===== config.mk =====
export PLATFORM = sky130hd
export DESIGN_NAME = cp_frame_decoder
export DESIGN_NICKNAME = d
export VERILOG_FILES = /design/src/rtl/cp_link_pkg.sv /design/src/rtl/cp_link_watchdog.sv /design/src/rtl/cp_frame_decoder.sv
export SDC_FILE = /design/constraint.sdc
export NUM_CORES = 1
export LEC_CHECK = 0
export ABC_AREA = 1
export CORE_MARGIN = 4
export CORE_UTILIZATION = 30
export DETAILED_ROUTE_END_ITERATION = 10
export HOLD_SLACK_MARGIN = 0.03
export SYNTH_ARGS = -nofsm -noshare
export SYNTH_HDL_FRONTEND = slang
export SYNTH_HIERARCHICAL = 1
export SYNTH_SLANG_ARGS = --single-unit

===== constraint.sdc =====
create_clock -name clk_20M -period 1.7 [get_ports clk_20M]
set_input_delay 0.17 -clock clk_20M [delete_from_list [all_inputs] [get_ports clk_20M]]
set_output_delay 0.17 -clock clk_20M [all_outputs]
set_load 0.1 [all_outputs]

===== src/rtl/cp_link_pkg.sv =====
`default_nettype none
// ============================================================================
// Module      : cp_link_pkg
// Description : Shared constants, field layout and FSM encoding for the
//               control-protection link frame decoder.
// Revision    : 1.0 - initial release
// ============================================================================
package cp_link_pkg;

  // Frame delimiters
  localparam logic [7:0] c_HDR0 = 8'hEB;
  localparam logic [7:0] c_HDR1 = 8'h90;

  // Payload geometry: byte offsets of each field within the 10-byte payload
  localparam int c_PAYLOAD_LEN = 10;
  localparam int c_OFF_CTRL    = 0;
  localparam int c_OFF_TVOL    = 2;
  localparam int c_OFF_COS     = 6;
  localparam int c_OFF_FLAGS   = 8;
  localparam int c_OFF_SEQ     = 9;

  // Default timing limits in clk_20M cycles
  localparam int c_BYTE_TIMEOUT = 200;     // 10 us
  localparam int c_LINK_TIMEOUT = 400000;  // 20 ms

  // Byte-level receive FSM encoding
  typedef enum logic [1:0] {
    ST_HUNT    = 2'd0,
    ST_HDR     = 2'd1,
    ST_PAYLOAD = 2'd2,
    ST_CHK     = 2'd3
  } cp_state_t;

endpackage : cp_link_pkg
`default_nettype wire


===== src/rtl/cp_link_watchdog.sv =====
`default_nettype none
// ============================================================================
// Module      : cp_link_watchdog
// Description : Saturating link-silence counter. Raises o_link_err once no
//               accepted frame has been seen for LINK_TIMEOUT cycles.
// Revision    : 1.0 - initial release
// ============================================================================
module cp_link_watchdog
  import cp_link_pkg::*;
#(
  parameter int LINK_TIMEOUT = c_LINK_TIMEOUT
) (
  input  logic clk_20M,
  input  logic reset,
  input  logic i_clear,
  output logic o_link_err
);

  localparam int CNT_W = $clog2(LINK_TIMEOUT + 1);
  localparam logic [CNT_W-1:0] c_CNT_MAX = CNT_W'(LINK_TIMEOUT);

  logic [CNT_W-1:0] r_cnt;
  logic             r_link_err;
  logic [CNT_W-1:0] w_cnt_nxt;

  // Next count: a good frame restarts the window, otherwise count up and hold at the limit
  always_comb begin
    w_cnt_nxt = r_cnt;
    if (i_clear) begin
      w_cnt_nxt = '0;
    end else if (r_cnt != c_CNT_MAX) begin
      w_cnt_nxt = r_cnt + CNT_W'(1);
    end
  end

  // Register the count and derive the error level from the value being loaded,
  // so the flag tracks the count in the same cycle
  always_ff @(posedge clk_20M) begin
    if (reset) begin
      r_cnt      <= '0;
      r_link_err <= 1'b0;
    end else begin
      r_cnt      <= w_cnt_nxt;
      r_link_err <= (w_cnt_nxt >= c_CNT_MAX);
    end
  end

  assign o_link_err = r_link_err;

endmodule : cp_link_watchdog
`default_nettype wire


===== src/rtl/cp_frame_decoder.sv =====
`default_nettype none
// ============================================================================
// Module      : cp_frame_decoder
// Description : Validates 13-byte CP link frames (2 header, 10 payload,
//               1 checksum), publishes the fields of each good frame and
//               tracks checksum errors, byte timeouts and link silence.
// Revision    : 1.0 - initial release
// ============================================================================
module cp_frame_decoder
  import cp_link_pkg::*;
#(
  parameter logic [7:0] HDR0         = c_HDR0,
  parameter logic [7:0] HDR1         = c_HDR1,
  parameter int         BYTE_TIMEOUT = c_BYTE_TIMEOUT,
  parameter int         LINK_TIMEOUT = c_LINK_TIMEOUT
) (
  input  logic        clk_20M,
  input  logic        reset,
  input  logic [7:0]  i_rx_data,
  input  logic        i_rx_valid,
  output logic [15:0] o_CtrlWord,
  output logic [31:0] o_TargetVol,
  output logic [15:0] o_CosThet,
  output logic        o_fastlock,
  output logic [7:0]  o_seq,
  output logic        o_rd_int,
  output logic        o_sumerr,
  output logic        o_link_err,
  output logic [15:0] o_err_cnt
);

  // r_gap holds the number of idle cycles already elapsed since the last
  // byte; the current cycle is the BYTE_TIMEOUT-th idle one when it equals
  // BYTE_TIMEOUT-1, so it never needs to hold BYTE_TIMEOUT itself.
  localparam int GAP_W    = $clog2(BYTE_TIMEOUT);
  localparam int SHADOW_W = c_PAYLOAD_LEN * 8;

  localparam logic [GAP_W-1:0] c_GAP_LAST = GAP_W'(BYTE_TIMEOUT - 1);
  localparam logic [3:0]       c_LAST_IDX = 4'(c_PAYLOAD_LEN - 1);

  // Payload is shifted in MSB first, so byte k ends up at the top end minus k bytes
  localparam int c_CTRL_LSB  = (c_PAYLOAD_LEN - c_OFF_CTRL  - 2) * 8;
  localparam int c_TVOL_LSB  = (c_PAYLOAD_LEN - c_OFF_TVOL  - 4) * 8;
  localparam int c_COS_LSB   = (c_PAYLOAD_LEN - c_OFF_COS   - 2) * 8;
  localparam int c_FLAGS_LSB = (c_PAYLOAD_LEN - c_OFF_FLAGS - 1) * 8;
  localparam int c_SEQ_LSB   = (c_PAYLOAD_LEN - c_OFF_SEQ   - 1) * 8;

  cp_state_t            r_state;
  cp_state_t            w_state_nxt;

  logic [GAP_W-1:0]     r_gap;
  logic [3:0]           r_idx;
  logic [7:0]           r_sum;
  logic [SHADOW_W-1:0]  r_shadow;

  logic [15:0]          r_ctrl_word;
  logic [31:0]          r_target_vol;
  logic [15:0]          r_cos_thet;
  logic                 r_fastlock;
  logic [7:0]           r_seq;
  logic                 r_rd_int;
  logic                 r_sumerr;
  logic [15:0]          r_err_cnt;

  logic                 w_gap_exp;
  logic                 w_start;
  logic                 w_byte_acc;
  logic                 w_chk_good;
  logic                 w_chk_bad;
  logic                 w_timeout;
  logic                 w_err_event;

  assign w_gap_exp   = (r_gap == c_GAP_LAST);
  assign w_err_event = w_chk_bad | w_timeout;

  // FSM state register
  always_ff @(posedge clk_20M) begin
    if (reset) begin
      r_state <= ST_HUNT;
    end else begin
      r_state <= w_state_nxt;
    end
  end

  // Next-state and per-byte strobes; a byte arriving on the expiry cycle takes priority
  always_comb begin
    w_state_nxt = r_state;
    w_start     = 1'b0;
    w_byte_acc  = 1'b0;
    w_chk_good  = 1'b0;
    w_chk_bad   = 1'b0;
    w_timeout   = 1'b0;
    case (r_state)
      ST_HUNT: begin
        if (i_rx_valid && (i_rx_data == HDR0)) begin
          w_state_nxt = ST_HDR;
        end
      end
      ST_HDR: begin
        if (i_rx_valid) begin
          if (i_rx_data == HDR1) begin
            w_state_nxt = ST_PAYLOAD;
            w_start     = 1'b1;
          end else if (i_rx_data == HDR0) begin
            w_state_nxt = ST_HDR;
          end else begin
            w_state_nxt = ST_HUNT;
          end
        end else if (w_gap_exp) begin
          w_timeout   = 1'b1;
          w_state_nxt = ST_HUNT;
        end
      end
      ST_PAYLOAD: begin
        if (i_rx_valid) begin
          w_byte_acc = 1'b1;
          if (r_idx == c_LAST_IDX) begin
            w_state_nxt = ST_CHK;
          end
        end else if (w_gap_exp) begin
          w_timeout   = 1'b1;
          w_state_nxt = ST_HUNT;
        end
      end
      ST_CHK: begin
        if (i_rx_valid) begin
          if (i_rx_data == r_sum) begin
            w_chk_good = 1'b1;
          end else begin
            w_chk_bad = 1'b1;
          end
          w_state_nxt = ST_HUNT;
        end else if (w_gap_exp) begin
          w_timeout   = 1'b1;
          w_state_nxt = ST_HUNT;
        end
      end
      default: begin
        w_state_nxt = ST_HUNT;
      end
    endcase
  end

  // Inter-byte gap counter, payload index, running sum and shadow capture
  always_ff @(posedge clk_20M) begin
    if (reset) begin
      r_gap    <= '0;
      r_idx    <= '0;
      r_sum    <= '0;
      r_shadow <= '0;
    end else begin
      if (i_rx_valid || (w_state_nxt == ST_HUNT)) begin
        r_gap <= '0;
      end else begin
        r_gap <= r_gap + GAP_W'(1);
      end

      if (w_start) begin
        r_idx <= '0;
        r_sum <= '0;
      end else if (w_byte_acc) begin
        r_idx    <= r_idx + 4'd1;
        r_sum    <= r_sum + i_rx_data;
        r_shadow <= {r_shadow[SHADOW_W-9:0], i_rx_data};
      end
    end
  end

  // Output registers: only a checksum-clean frame moves the published fields
  always_ff @(posedge clk_20M) begin
    if (reset) begin
      r_ctrl_word  <= '0;
      r_target_vol <= '0;
      r_cos_thet   <= '0;
      r_fastlock   <= 1'b0;
      r_seq        <= '0;
      r_rd_int     <= 1'b0;
      r_sumerr     <= 1'b0;
      r_err_cnt    <= '0;
    end else begin
      r_rd_int <= w_chk_good;

      if (w_chk_good) begin
        r_ctrl_word  <= r_shadow[c_CTRL_LSB  +: 16];
        r_target_vol <= r_shadow[c_TVOL_LSB  +: 32];
        r_cos_thet   <= r_shadow[c_COS_LSB   +: 16];
        r_fastlock   <= r_shadow[c_FLAGS_LSB];
        r_seq        <= r_shadow[c_SEQ_LSB   +: 8];
        r_sumerr     <= 1'b0;
      end else if (w_chk_bad) begin
        r_sumerr <= 1'b1;
      end

      if (w_err_event && (r_err_cnt != 16'hFFFF)) begin
        r_err_cnt <= r_err_cnt + 16'd1;
      end
    end
  end

  cp_link_watchdog #(
    .LINK_TIMEOUT (LINK_TIMEOUT)
  ) u_link_watchdog (
    .clk_20M    (clk_20M),
    .reset      (reset),
    .i_clear    (w_chk_good),
    .o_link_err (o_link_err)
  );

  assign o_CtrlWord  = r_ctrl_word;
  assign o_TargetVol = r_target_vol;
  assign o_CosThet   = r_cos_thet;
  assign o_fastlock  = r_fastlock;
  assign o_seq       = r_seq;
  assign o_rd_int    = r_rd_int;
  assign o_sumerr    = r_sumerr;
  assign o_err_cnt   = r_err_cnt;

endmodule : cp_frame_decoder
`default_nettype wire


# After elaboration in Yosys (flattened, before gate mapping)
# Cells that the tools add are included.
# totals
input_bits	11
output_inout_bits	92
elab_cells	68
ff_bits	213
# op_classes
eq_ne	10
n_bitwise	2
reduce_logical	10
order_cmp	1
mux	25
add_sub_neg	5
# ops
cell	n
19-bit 2-to-1 mux	2
8-bit equality test (second input constant)	3
19-bit by 1-bit adder with 19-bit output (second input constant)	1
19-bit >= comparator (second input constant)	1
19-bit inequality test (second input constant)	1
16-bit by 1-bit adder with 16-bit output (second input constant)	1
16-bit inequality test (second input constant)	1
1-bit 2-to-1 mux	15
2-bit 2-to-1 mux	7
8-bit by 1-bit adder with 8-bit output (second input constant)	1
8-bit adder	1
8-bit equality test	1
2-bit case mux with 4 select lines	1
2-bit OR reduction	3
4-bit by 1-bit adder with 4-bit output (second input constant)	1
2-bit equality test (second input constant)	2
4-bit equality test (second input constant)	1
2-bit logical NOT	2
3-bit OR reduction	1
2-bit by 1-bit equality test with 1-bit output (second input constant)	1
1-bit logical AND	2
2-bit AND reduction	1
1-bit logical OR	1
1-bit inverter	1
1-bit bitwise OR	1

# Longest topological paths before layout
# Gate-level depths: netlist (run 1).
# logic_depth
ltp_word	8
ltp_mapped	13
mapped_depth_nobuf	13

# By module
# The synthesis (run 1) kept the hierarchy.
# modules_own_cells
mod	area_per_inst_um2	n_inst	cells_each
cp_frame_decoder	7556.0	1	946
cp_link_watchdog	1193.6	1	187

# Worst setup path before layout (run 1)
# Ideal clock, no wire load.
# synth_path
path_kind	register -> register
startpoint	reg r_err_cnt[0] (netlist: o_err_cnt[0])
endpoint	reg r_err_cnt[7] (netlist: o_err_cnt[7])
path_stages_with_launch	11
arrival_time_ps	2336
path_buffers	1
required_ps	1629
slack_ps	-707
setup_ps	71
path_cell_list	dfxtp_1 -> ha_1 -> nand2_2 -> nor2_4 -> nand2_4 -> nor2_4 -> nand2_4 -> nand2_4 -> buf_8 -> nand2_1 -> a21oi_2
# synth_between
elab_chain_cells	2
elab_cells_between_ends	3
cone_classes	add/sub (1); eq/ne (1); reduce/logical (1)
# synth_lines
item	line_no	rtl
from (decl)	cp_frame_decoder.sv:63	logic [15:0] r_err_cnt;
from (signal assigned)	cp_frame_decoder.sv:195	r_err_cnt <= r_err_cnt + 16'd1;
branches (longest 2 deep; another with 16-bit by 1-bit adder with 16-bit output)	-	
# Parallel ways; which one is timed is not known.
# A chain may end at the register's enable or synchronous reset.

# Final worst setup path (run 1)
# layout_path
startpoint	reg r_sum[2]
endpoint	reg r_seq[2] (netlist: o_seq[2])
# layout_between
elab_chain_cells	4
# layout_lines
item	line_no	rtl
from (decl)	cp_frame_decoder.sv:53	logic [7:0] r_sum;
from (signal assigned)	cp_frame_decoder.sv:163	r_sum <= r_sum + i_rx_data;
8-bit equality test	cp_frame_decoder.sv:127	if (i_rx_data == r_sum) begin
1-bit 2-to-1 mux	cp_frame_decoder.sv:127	
1-bit 2-to-1 mux	cp_frame_decoder.sv:126	if (i_rx_valid) begin
1-bit 2-to-1 mux	cp_frame_decoder.sv:93	case (r_state)
via w_chk_good	cp_frame_decoder.sv:68	logic w_chk_good;
to (signal assigned)	cp_frame_decoder.sv:188	r_seq <= r_shadow[c_SEQ_LSB +: 8];
to (decl)	cp_frame_decoder.sv:60	logic [7:0] r_seq;
# The timed path passes the listed nets, and every way through them passes these cells.

==> results of run 1 <==
[flip-flops by register name (all words and copies together), names as in the netlist]
| name | count |
|---|---|
| r_sum | 8 |
| u_link_watchdog/r_cnt | 19 |
| o_rd_int | 1 |
| o_fastlock | 1 |
| r_gap | 8 |
| r_idx | 4 |
| u_link_watchdog/o_link_err | 1 |
| o_err_cnt | 16 |
| r_state | 2 |
| o_CosThet | 16 |
| o_seq | 8 |
| o_CtrlWord | 16 |
| o_TargetVol | 32 |
| o_sumerr | 1 |
| r_shadow | 80 |
[cell usage after synthesis, types with 4 or more instances]
cell | n | area share [%]
inv_1 | 130 | 5.6
nand2_2 | 6 | 0.43
xor2_1 | 13 | 1.3
xnor2_1 | 5 | 0.50
nor2_1 | 78 | 3.3
buf_1 | 9 | 0.39
ha_1 | 13 | 1.9
a211oi_1 | 4 | 0.34
clkbuf_1 | 33 | 1.4
buf_2 | 15 | 0.86
o21ai_0 | 90 | 5.1
nand2_1 | 145 | 6.2
inv_2 | 12 | 0.51
o21ai_1 | 78 | 4.5
nor2_4 | 8 | 1.0
nand3_1 | 124 | 7.1
nand4_1 | 14 | 1.0
dfxtp_1 | 213 | 49
nor3_1 | 8 | 0.46
a21oi_2 | 11 | 1.1
a21oi_1 | 99 | 5.7
[metal layers]
metal,vias up,track usage (%)
li1,4044,-
met1,3619,18.9
met2,94,23.3
met3,29,1.88
met4,0,3.84
met5,-,0
[logic make-up (layout without fill, tap and decap cells)]
family | after synthesis | count (layout) | share of synthesized area, %
buf+inv | 201 | 375 | 9.05
simple gates | 402 | 404 | 21.4
xor+xnor | 18 | 18 | 1.80
fa+ha+maj | 14 | 14 | 2.09
compound gates | 285 | 285 | 17.0
flops | 213 | 213 | 48.7
[final cells by class]
type | instances | share of cell area, %
tap | 384 | 3.92
inverter | 142 | 4.51
multi-input combinational | 721 | 32.8
clock buffer | 32 | 5.31
timing repair inverter | 1 | 0.0511
sequential | 213 | 35.3
timing repair buffer | 192 | 17.6
clock inverter | 8 | 0.582
[metrics by stage]
stage               util (%)  std cells  hold slack (ns)  power (mW)  worst slack, ns
finish                  42.7       1693            0.425        10.2          -0.0820
global route            42.7       1693            0.439        10.6           -0.159
CTS                     41.3       1680            0.453        10.3          -0.0255
detailed placement      38.3       1636            0.445        5.44           -0.534
global placement        38.3       1636            0.432        5.44           -0.470
floorplan                  -       1133            0.229        5.27          -0.0107
[layout by cell type, fill, tap and decap left out, types with 9 or more instances in the layout]
master and instances:
nand2_1 135, a21oi_2 12, nand2_2 12, dfxtp_4 12, o21ai_2 15, a21oi_1 98, nor2_1 75, nand3_1 116
inv_1 127, buf_4 127, clkdlybuf4s50_1 10, o21ai_1 69, nor2_4 9, nand4_1 14, clkbuf_16 31, dfxtp_2 11
inv_2 11, o21ai_0 84, nand3_2 9, buf_12 40, xor2_1 13, dfxtp_1 190
[worst max-delay path by stage]
stage	to	from	depth (start not counted)	slack, ns
2_1_floorplan	u_link_watchdog/o_link_err$_SDFF_PP0_	r_sum[3]$_SDFFE_PP0P_	12	-0.01
3_3_place_gp	u_link_watchdog/o_link_err$_SDFF_PP0_	i_rx_data[3]	14	-0.47
3_5_place_dp	u_link_watchdog/o_link_err$_SDFF_PP0_	i_rx_data[3]	14	-0.53
4_1_cts	u_link_watchdog/o_link_err$_SDFF_PP0_	r_sum[4]$_SDFFE_PP0P_	14	-0.03
5_1_grt	o_seq[1]$_SDFFE_PP0P_	r_sum[2]$_SDFFE_PP0P_	10	-0.16
6_report	o_seq[2]$_SDFFE_PP0P_	r_sum[2]$_SDFFE_PP0P_	10	-0.08
[power by group through the flow]
stage                     Combinational, mW  Clock (mW)  Sequential [mW]
after detailed placement              0.343           0             5.10
after global placement                0.340           0             5.10
after global routing                  0.399        5.17             4.98
final                                 0.359        4.82             4.99
after CTS                             0.349        4.98             4.99
after floorplan                       0.165           0             5.10
[what timing repair did]
action | 4_1_cts | 5_1_grt
gates cloned | 2 | 11
pin swaps | 16 | 8
setup buffers | 2 | 2
setup endpoints to repair | 97 | 108
resized for setup | 29 | 47
hold endpoints to repair | 0 | 0
[worst max-delay path: stages (launching register included)]
cell	delay, ns
dfxtp_2	0.34
ha_4	0.24
inv_2	0.06
nand2_2	0.07
nor2_4	0.14
nand3_4	0.10
nor2_4	0.12
buf_6	0.18
nand2_4	0.13
clkbuf_16	0.21
o21ai_1	0.11
==> impl_metrics.tcl, run 1 <==
set metrics [dict create \
    status "finished, violations left" \
    violations "negative setup slack" \
    netlist-cell-type-count 34 \
    hp-start "r_gap[0]$_SDFF_PP0_" \
    finalMaxSlewViolations 0 \
    ys_ff_latch 213 \
    initialDrtViolationCount 468 \
    r2r_cells 10 \
    met3_length_um 911 \
    multi_input_area_mm2 0.00401 \
    firstDrtPassIters 4 \
    ys_seq_area_share_pct 48.7 \
    clock_latency_ns 0.51 \
    leakage_nw 4.66 \
    syn_avg_cell_area_um2 7.72 \
    top_layer_used "met4" \
    wl_per_cell_um 14.2 \
    grt_pass1_wl_um 37100 \
    portBuffers 102 \
    final_area_mm2 0.0123 \
    netlist_instances 1133 \
    drcViolationCount 0 \
    worstHoldPathType "flip-flop to flip-flop" \
    die-area_mm2 0.0320 \
    syn_nets 1158 \
    worst_pin_slew_ns 0.458 \
    r2r_end "o_seq[2]$_SDFFE_PP0P_" \
    cp.arrival_ns 2.22 \
    clkTransAtPathRegs_ns 0.06 \
    grt_overflow 0 \
    cp-start-kind "flip-flop" \
    tns_ns -3.01 \
    clkPwrFrac_pct 47.4 \
    hold_path_end "r_gap[0]$_SDFF_PP0_" \
    clock_skew_ns 0.0116 \
    switching_power_mw 2.22 \
    rows 62 \
    wl_met1_um 11500 \
    path_class "flip-flop to flip-flop" \
    dp_hpwl_um 16100 \
    p_sw_share_pct 21.8 \
    ys.flop_type "dfxtp_1" \
    synth_edf_count 0 \
    hold_buffers 0 \
    worstSetupEndpointType "flip-flop" \
    power_density_mw_per_mm2 830 \
    grt_max_degree 58 \
    cts_root_buf "clkbuf_16" \
    die_w_um 179 \
    yosys_warnings 6 \
    viasPerCell 4.60 \
    grt_usage_pct 14.0 \
    fmax_ghz 0.561 \
    vdd_drop_max_mv 0.818 \
    cts_buffers 23 \
    drive_gt1_share_pct 26.1 \
    worstReg2RegStart "r_sum[2]$_SDFFE_PP0P_" \
    nFillCells 2888 \
    r2r_slack_ns -0.08 \
    area_growth_pct 40.0 \
    netlist_area_mm2 0.00875 \
    dieHeight_um 179 \
    comb_power_share_pct 3.5 \
    final_antenna_net_count 0 \
    holdPathStages 1 \
    crit_required_ns 2.14 \
    io_pins 103 \
    cp_max_fo 12 \
    fin_crit_ns 1.78 \
    wirelength_um 24100 \
    setup_viol 84 \
    clk_path_buf_depth 3 \
    layout.nets 1319 \
    htree_levels 1 \
    floorplan.initialDensity_pct 30.5 \
    dpl_cell_area_mm2 0.0110 \
    cts_tree "yes" \
    pwr-share-seq_pct 49.0 \
    met2WireLength_um 11100 \
    via_count 7786 \
    timing.slew.headroom_pct 69.5 \
    clock-sinks 213 \
    diodes 0 \
    p_int_mw 7.95 \
    period_share_pct 105 \
    place_congestion 0.819 \
    seq_area_mm2 0.00432 \
    grt_antenna_before_repair 0 \
    fin_ws_ns -0.0820 \
    rsz0062_at_grt "true" \
    maxCapViolations 0 \
    grt_pass1_vias 7375 \
    finalHoldViolCount 0 \
    synth-async-reset-ratio_pct 0 \
    coreArea_mm2 0.0287 \
]
Power figures use the tool's default switching activity.
==> run 2: changes to the inputs <==
--- a/config.mk
+++ b/config.mk
@@ -6,7 +6,7 @@
 export NUM_CORES = 1
 export LEC_CHECK = 0
 export ABC_AREA = 1
-export CORE_MARGIN = 4
+export CORE_MARGIN = 2
 export CORE_UTILIZATION = 30
 export DETAILED_ROUTE_END_ITERATION = 10
 export HOLD_SLACK_MARGIN = 0.03
==> run 2 against run 1 <==
Critical path depth is 2 higher. Via count is 3.2% higher. The flow still finishes with violations (negative setup slack). Wire length is 3.3% higher. Setup slack worse by 0.055 ns. Total power is 0.60% higher. Sequential power hardly changed. Core utilization is 1.4 points higher. Worst hold slack better by 0.017 ns. Register-to-register slack worse by 0.05 ns. Sequential share of layout area is 1.2 points lower. Highest routed layer unchanged. Clock power is 1% higher. Global-route usage is 0.25 points higher.
==> impl_metrics.tcl, run 2 (synthesis results as in run 1) <==
set metrics [dict create \
    htree_levels 1 \
    layout_commonest_cell "dfxtp_1" \
    via_count 8035 \
    status "finished, violations left" \
    regMostFlops "r_shadow" \
    post-place-cells 1628 \
    grt_max_degree 60 \
    largest_reg_flops 80 \
    clock_latency_ns 0.52 \
    worstReg2RegStart "r_sum[3]$_SDFFE_PP0P_" \
    tns_ns -7.03 \
    r2r_cells 12 \
    io_pins 103 \
    viasPerCell 4.75 \
    grt_pass1_wl_um 36400 \
    cp-start-kind "flip-flop" \
    cp_max_fo 8 \
    final_antenna_net_count 0 \
    r2r_slack_ns -0.14 \
    path_cells "ha_4 > inv_4 > nand2_4 > nor2_4 > nand3_4 > buf_4 > buf_6 > nand2_4 > nand2_8 > buf_12 > a21oi_2 > nor2_1" \
    wirelength_um 24900 \
    grt_usage_pct 14.2 \
    cts_buffers 24 \
    clock_skew_ns 0.0134 \
    coreArea_mm2 0.0287 \
    path_class "flip-flop to flip-flop" \
    firstDrtPassIters 5 \
    wl_per_cell_um 14.7 \
    clkTransAtPathRegs_ns 0.06 \
    period_share_pct 108 \
    cpMostUsedCell "nand2_4" \
    multi_input_area_mm2 0.00440 \
    hp-start "r_gap[0]$_SDFF_PP0_" \
    dp_hpwl_um 15800 \
    diodes 0 \
    max_stage_delay_ns 0.36 \
    worstHoldPathType "flip-flop to flip-flop" \
    violations "negative setup slack" \
    layout_common_cells "dfxtp_1, nand2_1, inv_1, buf_4, a21oi_1" \
    rows 62 \
    grt_antenna_before_repair 0 \
    hold_path_end "r_gap[0]$_SDFF_PP0_" \
    seq_area_mm2 0.00432 \
    maxCapViolations 0 \
    clk_path_buf_depth 3 \
    vdd_drop_max_mv 0.606 \
    portBuffers 102 \
    cts_tree "yes" \
    layout.nets 1317 \
    dieHeight_um 175 \
    grt_pass1_vias 7243 \
    die_w_um 175 \
    rsz0062_at_grt "true" \
    leakage_nw 4.77 \
    dpl_worst_slack_ns -0.570 \
    die-area_mm2 0.0305 \
    worst_pin_slew_ns 0.460 \
    instances_no_fill 1690 \
    area_growth_pct 44.7 \
    crit_required_ns 2.11 \
    power_density_mw_per_mm2 808 \
    cp.arrival_ns 2.24 \
    place_congestion 0.873 \
    r2r_end "o_err_cnt[12]$_SDFFE_PP0P_" \
    grt_overflow 0 \
    holdPathStages 1 \
    cts_root_buf "clkbuf_16" \
    finalHoldViolCount 0 \
    finalMaxSlewViolations 0 \
    clock-sinks 213 \
    fin_crit_ns 1.84 \
    drive_gt1_share_pct 32.5 \
    worstSetupEndpointType "flip-flop" \
    fmax_ghz 0.544 \
    nFillCells 2796 \
    crit_slowest_cell "dfxtp_4" \
    setup_viol 90 \
    fin_ws_ns -0.137 \
    floorplan.initialDensity_pct 30.5 \
    timing.slew.headroom_pct 69.3 \
    timing.hold.ws_ns 0.442 \
    drcViolationCount 0 \
    initialDrtViolationCount 448 \
]
==> run 2: cell type report <==
type | count | area share [%]
Multi-Input combinational cell | 721 | 34.8
Sequential cell | 213 | 34.1
Timing Repair Buffer | 190 | 17.1
Clock buffer | 35 | 5.32
Inverter | 142 | 4.37
Tap cell | 384 | 3.80
Clock inverter | 5 | 0.504
==> run 2: critical path, delay by kind of cell (launching register included) <==
kind,cells,cell delay [ns]
DFF,1,0.36
buffers and inverters,4,0.51
adders and majority gates,1,0.25
and+or+nand+nor,6,0.50
AOI/OAI and AO/OA,1,0.11
==> run 2: power breakdown <==
part / internal [mW] / switching (mW)
clock: 2.89 / 2.00
combinational: 0.148 / 0.209
sequential: 4.98 / 0.00735
==> run 2: repair_timing <==
item	4_1_cts	5_1_grt
hold buffers	0	0
gates cloned	1	16
pin swaps	10	15
setup endpoints to repair	100	109
resized for setup	22	156
buffers inserted	2	3
==> run 2: metrics by stage <==
stage	utilization, %	power (mW)	area, um^2
finish	44.1	10.2	12700
detailed placement	37.9	5.44	10900
CTS	40.8	10.4	11700
floorplan	-	5.27	8900
global route	44.1	10.6	12700
global placement	37.9	5.43	10900
==> run 2: worst max path at each step <==
| stage | start | to | slack [ns] | cells past startpoint |
|---|---|---|---|---|
| after floorplan | r_sum[3]$_SDFFE_PP0P_ | u_link_watchdog/o_link_err$_SDFF_PP0_ | -0.01 | 12 |
| after global placement | i_rx_data[3] | u_link_watchdog/o_link_err$_SDFF_PP0_ | -0.51 | 14 |
| after detailed placement | i_rx_data[0] | u_link_watchdog/o_link_err$_SDFF_PP0_ | -0.57 | 14 |
| after CTS | r_sum[3]$_SDFFE_PP0P_ | u_link_watchdog/o_link_err$_SDFF_PP0_ | -0.06 | 13 |
| after global routing | r_sum[3]$_SDFFE_PP0P_ | o_err_cnt[12]$_SDFFE_PP0P_ | -0.20 | 12 |
| final | r_sum[3]$_SDFFE_PP0P_ | o_err_cnt[12]$_SDFFE_PP0P_ | -0.14 | 12 |
==> run 2: layer usage <==
layer | vias up | global-route usage [%] | wire length (um)
met5 | - | 0 | 0
met4 | 0 | 4.41 | 574
met3 | 42 | 2.42 | 1410
met2 | 183 | 22.4 | 11200
met1 | 3750 | 19.8 | 11700
li1 | 4060 | - | -
